[config.mk]
export PLATFORM = sky130hd
export DESIGN_NAME = matrix_op_sequencer
export DESIGN_NICKNAME = d
export VERILOG_FILES = /design/src/rtl/matrix_pkg.sv /design/src/rtl/mat_rd_wait.sv /design/src/rtl/matrix_op_sequencer.sv
export SDC_FILE = /design/constraint.sdc
export NUM_CORES = 1
export LEC_CHECK = 0
export CAP_MARGIN = 20
export CORE_AREA = 2 2 516 518
export DETAILED_ROUTE_END_ITERATION = 10
export DIE_AREA = 0 0 518 520
export GPL_TIMING_DRIVEN = 1
export MAX_ROUTING_LAYER = met4
export SYNTH_ARGS = -nofsm -noshare
export SYNTH_HDL_FRONTEND = slang
export SYNTH_SLANG_ARGS = --single-unit
[constraint.sdc]
create_clock -name clk -period 2.1 [get_ports clk]
set_input_delay 0.42 -clock clk [delete_from_list [all_inputs] [get_ports clk]]
set_output_delay 0.42 -clock clk [all_outputs]
set_load 0.02 [all_outputs]
[src/rtl/matrix_pkg.sv]
// matrix_pkg: shared widths, opcode constants and sequencer state encoding
package matrix_pkg;
    localparam int DEF_MAT_W  = 256;
    localparam int DEF_ADDR_W = 8;

    localparam logic [1:0] OP_ADD = 2'b00;
    localparam logic [1:0] OP_SUB = 2'b01;

    typedef enum logic [2:0] {
        IDLE,
        RD_A,
        RD_B,
        EXEC,
        WR,
        DONE,
        ERR
    } seq_state_t;
endpackage

[src/rtl/mat_rd_wait.sv]
// mat_rd_wait: loadable down-counter that marks the last cycle of a RAM read state
module mat_rd_wait #(
    parameter int RD_LAT = 2
) (
    input  logic clk,
    input  logic rst_n,
    input  logic load,
    output logic last_cycle
);
    localparam int CW = $clog2(RD_LAT + 1);

    logic [CW-1:0] cnt_q, cnt_d;

    // Reload to the full read latency on every state entry, else count down to zero
    always_comb begin
        cnt_d = load ? CW'(RD_LAT) : (cnt_q != '0) ? cnt_q - CW'(1) : cnt_q;
    end

    // Counter register
    always_ff @(posedge clk or negedge rst_n) begin
        if (!rst_n) cnt_q <= '0;
        else        cnt_q <= cnt_d;
    end

    assign last_cycle = (cnt_q == CW'(1));
endmodule

[src/rtl/matrix_op_sequencer.sv]
// matrix_op_sequencer: runs one add/sub instruction (read A, read B, execute, write back)
// over the single-port matrix RAM. Optional SEQ_CYCLE_COUNT_EN adds perf_cycles.
module matrix_op_sequencer
    import matrix_pkg::*;
#(
    parameter int MAT_W  = DEF_MAT_W,
    parameter int ADDR_W = DEF_ADDR_W,
    parameter int RD_LAT = 2
) (
    input  logic              clk,
    input  logic              rst_n,
    input  logic              start,
    input  logic [1:0]        opcode,
    input  logic [ADDR_W-1:0] addr_a,
    input  logic [ADDR_W-1:0] addr_b,
    input  logic [ADDR_W-1:0] addr_c,
    output logic              busy,
    output logic              done,
    output logic              error,
    output logic [ADDR_W-1:0] ram_address,
    output logic              ram_wren,
    output logic [MAT_W-1:0]  ram_wdata,
    input  logic [MAT_W-1:0]  ram_rdata,
    output logic [MAT_W-1:0]  op_a,
    output logic [MAT_W-1:0]  op_b,
`ifdef SEQ_CYCLE_COUNT_EN
    output logic [15:0]       perf_cycles,
`endif
    output logic              alu_sel,
    input  logic [MAT_W-1:0]  alu_result
);
    seq_state_t        state_q, state_d;
    logic [ADDR_W-1:0] addr_a_q, addr_a_d;
    logic [ADDR_W-1:0] addr_b_q, addr_b_d;
    logic [ADDR_W-1:0] addr_c_q, addr_c_d;
    logic [MAT_W-1:0]  op_a_q, op_a_d;
    logic [MAT_W-1:0]  op_b_q, op_b_d;
    logic [MAT_W-1:0]  wdata_q, wdata_d;
    logic              alu_sel_q, alu_sel_d;
    logic              accept, op_valid, last_cycle, rd_load;

    assign accept   = (state_q == IDLE) && start;
    assign op_valid = (opcode == OP_ADD) || (opcode == OP_SUB);
    assign rd_load  = (state_d != state_q);

    mat_rd_wait #(.RD_LAT(RD_LAT)) u_rd_wait (
        .clk        (clk),
        .rst_n      (rst_n),
        .load       (rd_load),
        .last_cycle (last_cycle)
    );

    // State register
    always_ff @(posedge clk or negedge rst_n) begin
        if (!rst_n) state_q <= IDLE;
        else        state_q <= state_d;
    end

    // Next-state logic; reserved opcodes divert to a one-cycle error state
    always_comb begin
        state_d = state_q;
        case (state_q)
            IDLE:      if (start) state_d = op_valid ? RD_A : ERR;
            RD_A:      if (last_cycle) state_d = RD_B;
            RD_B:      if (last_cycle) state_d = EXEC;
            EXEC:      state_d = WR;
            WR:        state_d = DONE;
            DONE, ERR: state_d = IDLE;
            default:   state_d = IDLE;
        endcase
    end

    // Outputs decoded purely from registered state and latched addresses
    always_comb begin
        busy        = state_q inside {RD_A, RD_B, EXEC, WR, DONE};
        done        = (state_q == DONE);
        error       = (state_q == ERR);
        ram_wren    = (state_q == WR);
        ram_address = (state_q == RD_A) ? addr_a_q :
                      (state_q == RD_B) ? addr_b_q :
                      (state_q == WR)   ? addr_c_q : '0;
    end

    // Datapath next values: latch the instruction on accept, operands on the last read cycle
    always_comb begin
        addr_a_d  = accept ? addr_a : addr_a_q;
        addr_b_d  = accept ? addr_b : addr_b_q;
        addr_c_d  = accept ? addr_c : addr_c_q;
        alu_sel_d = (accept && op_valid) ? (opcode == OP_SUB) : alu_sel_q;
        op_a_d    = (state_q == RD_A && last_cycle) ? ram_rdata : op_a_q;
        op_b_d    = (state_q == RD_B && last_cycle) ? ram_rdata : op_b_q;
        wdata_d   = (state_q == EXEC) ? alu_result : wdata_q;
    end

    // Datapath registers
    always_ff @(posedge clk or negedge rst_n) begin
        if (!rst_n) begin
            addr_a_q  <= '0;
            addr_b_q  <= '0;
            addr_c_q  <= '0;
            alu_sel_q <= 1'b0;
            op_a_q    <= '0;
            op_b_q    <= '0;
            wdata_q   <= '0;
        end else begin
            addr_a_q  <= addr_a_d;
            addr_b_q  <= addr_b_d;
            addr_c_q  <= addr_c_d;
            alu_sel_q <= alu_sel_d;
            op_a_q    <= op_a_d;
            op_b_q    <= op_b_d;
            wdata_q   <= wdata_d;
        end
    end

    assign op_a      = op_a_q;
    assign op_b      = op_b_q;
    assign ram_wdata = wdata_q;
    assign alu_sel   = alu_sel_q;

`ifdef SEQ_CYCLE_COUNT_EN
    logic [15:0] perf_q, perf_d;

    // Cycle count of the active phase (RD_A..WR), cleared on an accepted instruction
    always_comb begin
        perf_d = (accept && op_valid) ? 16'd0 :
                 (state_q inside {RD_A, RD_B, EXEC, WR} && perf_q != 16'hFFFF) ? perf_q + 16'd1 :
                 perf_q;
    end

    // Performance counter register
    always_ff @(posedge clk or negedge rst_n) begin
        if (!rst_n) perf_q <= '0;
        else        perf_q <= perf_d;
    end

    assign perf_cycles = perf_q;
`endif
endmodule

==> impl_metrics.toml <==
[status]
outcome = "finished with violations"
violations = "setup timing"

[layout]
multi_input_area_um2 = 9480
fin_nets = 3804
layout-drive-gt1-share_pct = 32.1
seq_area_um2 = 20000
fillers = 28600
areaGrowthSynthToFinish_pct = 75.6
fin_cells = 6963

[pwr]
switching_power_uw = 30800
powerDensity_nw_per_um2 = 1470
clkPwrFrac_pct = 21.8
pwr-share-comb_pct = 44.5
p_int_uw = 46400
seq_power_share_pct = 33.7
peakVddDrop_uv = 913
swShare_pct = 39.9
p_leak_uw = 0.0237

[synth]
syn_inst = 1746
syn_nets = 2289
ys_seq_area_share_pct = 66.7
avgSynthCellArea_um2 = 17.1
ys_ff_latch = 798
yosysWarnings = 0
synth_area_um2 = 29900
ys_types = 27

[drt]
firstDrtPassIters = 5
drc = 0
avgRoutedWirePerCell_um = 27.6
drtIter0Drc = 1081
finalWirelength_um = 192000
vias = 22400
avgViaCountPerCell = 3.22
antenna_left = 0

[global_route]
overflow = 0
grt_pass1_wl_um = 242000
grt_max_degree = 99
gr-usage-all-layers_pct = 14.1
antenna_found_initial = 207
grt_pass1_vias = 23300

[floorplanning]
rows = 189
die-area_um2 = 269000
initial_core_util_pct = 11.3
die_h_um = 520
pin_count = 1322
fp.dieW_um = 518
core_um2 = 264000

[clock_network]
cts_buffer_depth = 3
cts_sinks = 798
clk_pin_slew_ns = 0.06
cts_tree = "yes"
root_buffer = "clkbuf_16"
clk_latency_ns = 0.75
cts_buffers = 96
htree_levels = 3

[placed_design]
placedCellCount = 6629
io_buffer_count = 1321
place_congestion = 0.937
hpwlAfterDp_um = 161000

[timing]
finalSetupViolations = 392
tightest_slew_ns = 0.551
skew_ns = 0.0680
rsz0062_at_grt = "yes"
hold_viol = 0
slew_viol_final = 0
hold_ws_ns = 0.280
post-route-min-period_ns = 2.44
max_freq_ghz = 0.409
fin_ws_ns = -0.342
fin_crit_sh_pct = 116
slew_headroom_pct = 63.4
tns_ns = -54.94

[setup_path]
setup.worst_path.end = "ram_address[6]"
crit_path_start = "state_q[2]"
crit_required_ns = 1.68
ff2ff_path_depth = 11
reg2reg_from = "state_q[0]"
path_max_fanout = 8
crit_type = "flop to output pin"
cp-start-kind = "flop"
r2r-end = "op_a[154]"
reg2reg_slack_ns = -0.34
arrival_ns = 2.02
worstSetupEndpointType = "output pin"

[min_path]
hp-class = "primary input to async pin"

[job]
drv_cap = 0
[repair_timing]
| item | 4_1_cts | 5_1_grt |
|---|---|---|
| cloned | 17 | 12 |
| hold buffers | 1 | 0 |
| endpoints found under the setup margin | 1121 | 519 |
| setup buffers | 25 | 20 |
| pin swaps | 8 | 14 |
| gates resized for setup | 883 | 38 |
| endpoints found under the hold margin | 214 | 0 |
[cells in the final DEF (no fill, tap or decap), drive strengths merged, types with 8 or more instances in the layout]
cell type and instances:
dfrtp 798, mux2 793, dlygate4sd2 609, clkdlybuf4s50 591, buf 243, clkbuf 145, diode 97, clkdlybuf4s15 52
clkinv 20, inv 12, nand2 10, o21ai 10, a22oi 8
[worst min path at each step]
stage / start / to / slack [ns] / cells past startpoint
floorplan: rst_n / addr_a_q[0] / 0.12 / 0
global placement: rst_n / op_b[131] / 0.41 / 1
detailed placement: rst_n / op_b[131] / 0.41 / 1
CTS: alu_result[79] / ram_wdata[79] / 0.16 / 2
global route: alu_result[10] / ram_wdata[10] / 0.20 / 2
finish: rst_n / op_a[131] / 0.28 / 2
[flip-flops by register name (all words and copies together) (netlist names)]
| signal | flops |
|---|---|
| state_q | 3 |
| op_b | 256 |
| u_rd_wait.cnt_q | 2 |
| addr_b_q | 8 |
| op_a | 256 |
| ram_wdata | 256 |
| alu_sel | 1 |
| addr_a_q | 8 |
| addr_c_q | 8 |
[per-stage QoR]
stage	utilization (%)	power (uW)	area [um2]	worst slack, ns
2_1_floorplan	-	41600	29900	0.259
3_3_place_gp	18.3	63700	48200	-0.351
3_5_place_dp	18.3	64200	48200	-0.305
4_1_cts	19.6	78400	51700	-0.487
5_1_grt	19.9	80600	52500	-0.497
6_report	19.9	77100	52500	-0.342
[power by group through the flow]
stage	Sequential (uW)	Clock, uW	Combinational [uW]
final	26000	16800	34300
after global routing	26800	18000	35800
after CTS	26000	17500	34900
after detailed placement	26400	0	37800
after global placement	26100	0	37600
after floorplan	33600	0	8010
[synth_stat cells]
| master | count | area, um2 |
|---|---|---|
| xor2_1 | 1 | 8.76 |
| or3_1 | 1 | 6.26 |
| nor4b_2 | 1 | 15.0 |
| a22oi_1 | 8 | 60.1 |
| buf_2 | 61 | 305 |
| nor3b_1 | 2 | 15.0 |
| nor2b_1 | 3 | 18.8 |
| nand2_1 | 10 | 37.5 |
| and3b_1 | 2 | 17.5 |
| nor2_1 | 2 | 7.51 |
| dfrtp_1 | 798 | 20000 |
| nor3b_4 | 1 | 18.8 |
| inv_1 | 3 | 11.3 |
| o21ai_0 | 10 | 50.1 |
| nand3b_1 | 1 | 7.51 |
| o21a_1 | 1 | 7.51 |
| and2_1 | 1 | 6.26 |
| mux2_1 | 200 | 2250 |
| a21oi_1 | 5 | 25.0 |
| nor3_1 | 2 | 10.0 |
| ha_1 | 2 | 25.0 |
| buf_6 | 27 | 304 |
| clkbuf_1 | 7 | 26.3 |
| o31ai_1 | 1 | 7.51 |
| mux2i_1 | 2 | 20.0 |
| mux2_2 | 593 | 6680 |
| o32ai_1 | 1 | 8.76 |
[area by class of cell]
type	count	share of cell area, %
well taps	3533	8.41
diodes	97	0.462
clock inverters	37	0.776
repair buffers	1512	29.1
clock buffers	133	5.18
inverters	3	0.0214
flip-flops and latches	798	38.0
multi-input cells	850	18.0
[layer usage]
metal	track usage, %	share of wire [%]	vias to the layer above
met4	3.65	2.7	0
li1	-	-	9447
met5	-	0	-
met3	8.91	14	304
met1	14.5	36	11400
met2	22.5	47	1309
[kinds of logic (layout without fill, tap and decap cells)]
| kind of cell | count (synthesis) | count (layout) | share of synthesized area, % |
|---|---|---|---|
| other | 0 | 97 | 0 |
| AOI/OAI and AO/OA | 26 | 26 | 0.531 |
| and+or+nand+nor | 26 | 26 | 0.535 |
| adders and majority gates | 2 | 2 | 0.0836 |
| muxes | 795 | 795 | 29.9 |
| DFF | 798 | 798 | 66.7 |
| xor gates and xnor gates | 1 | 1 | 0.0293 |
| buffers and inverters | 98 | 1685 | 2.16 |
[worst max-delay path, stage by stage, from the launching register on]
cell and delay (ns):
dfrtp_2 0.46, nor3b_4 0.24, buf_6 0.16, nand2_1 0.08, o21ai_2 0.08, buf_4 0.14, buf_6 0.10
Note: power is estimated with default switching activity, not from simulation.
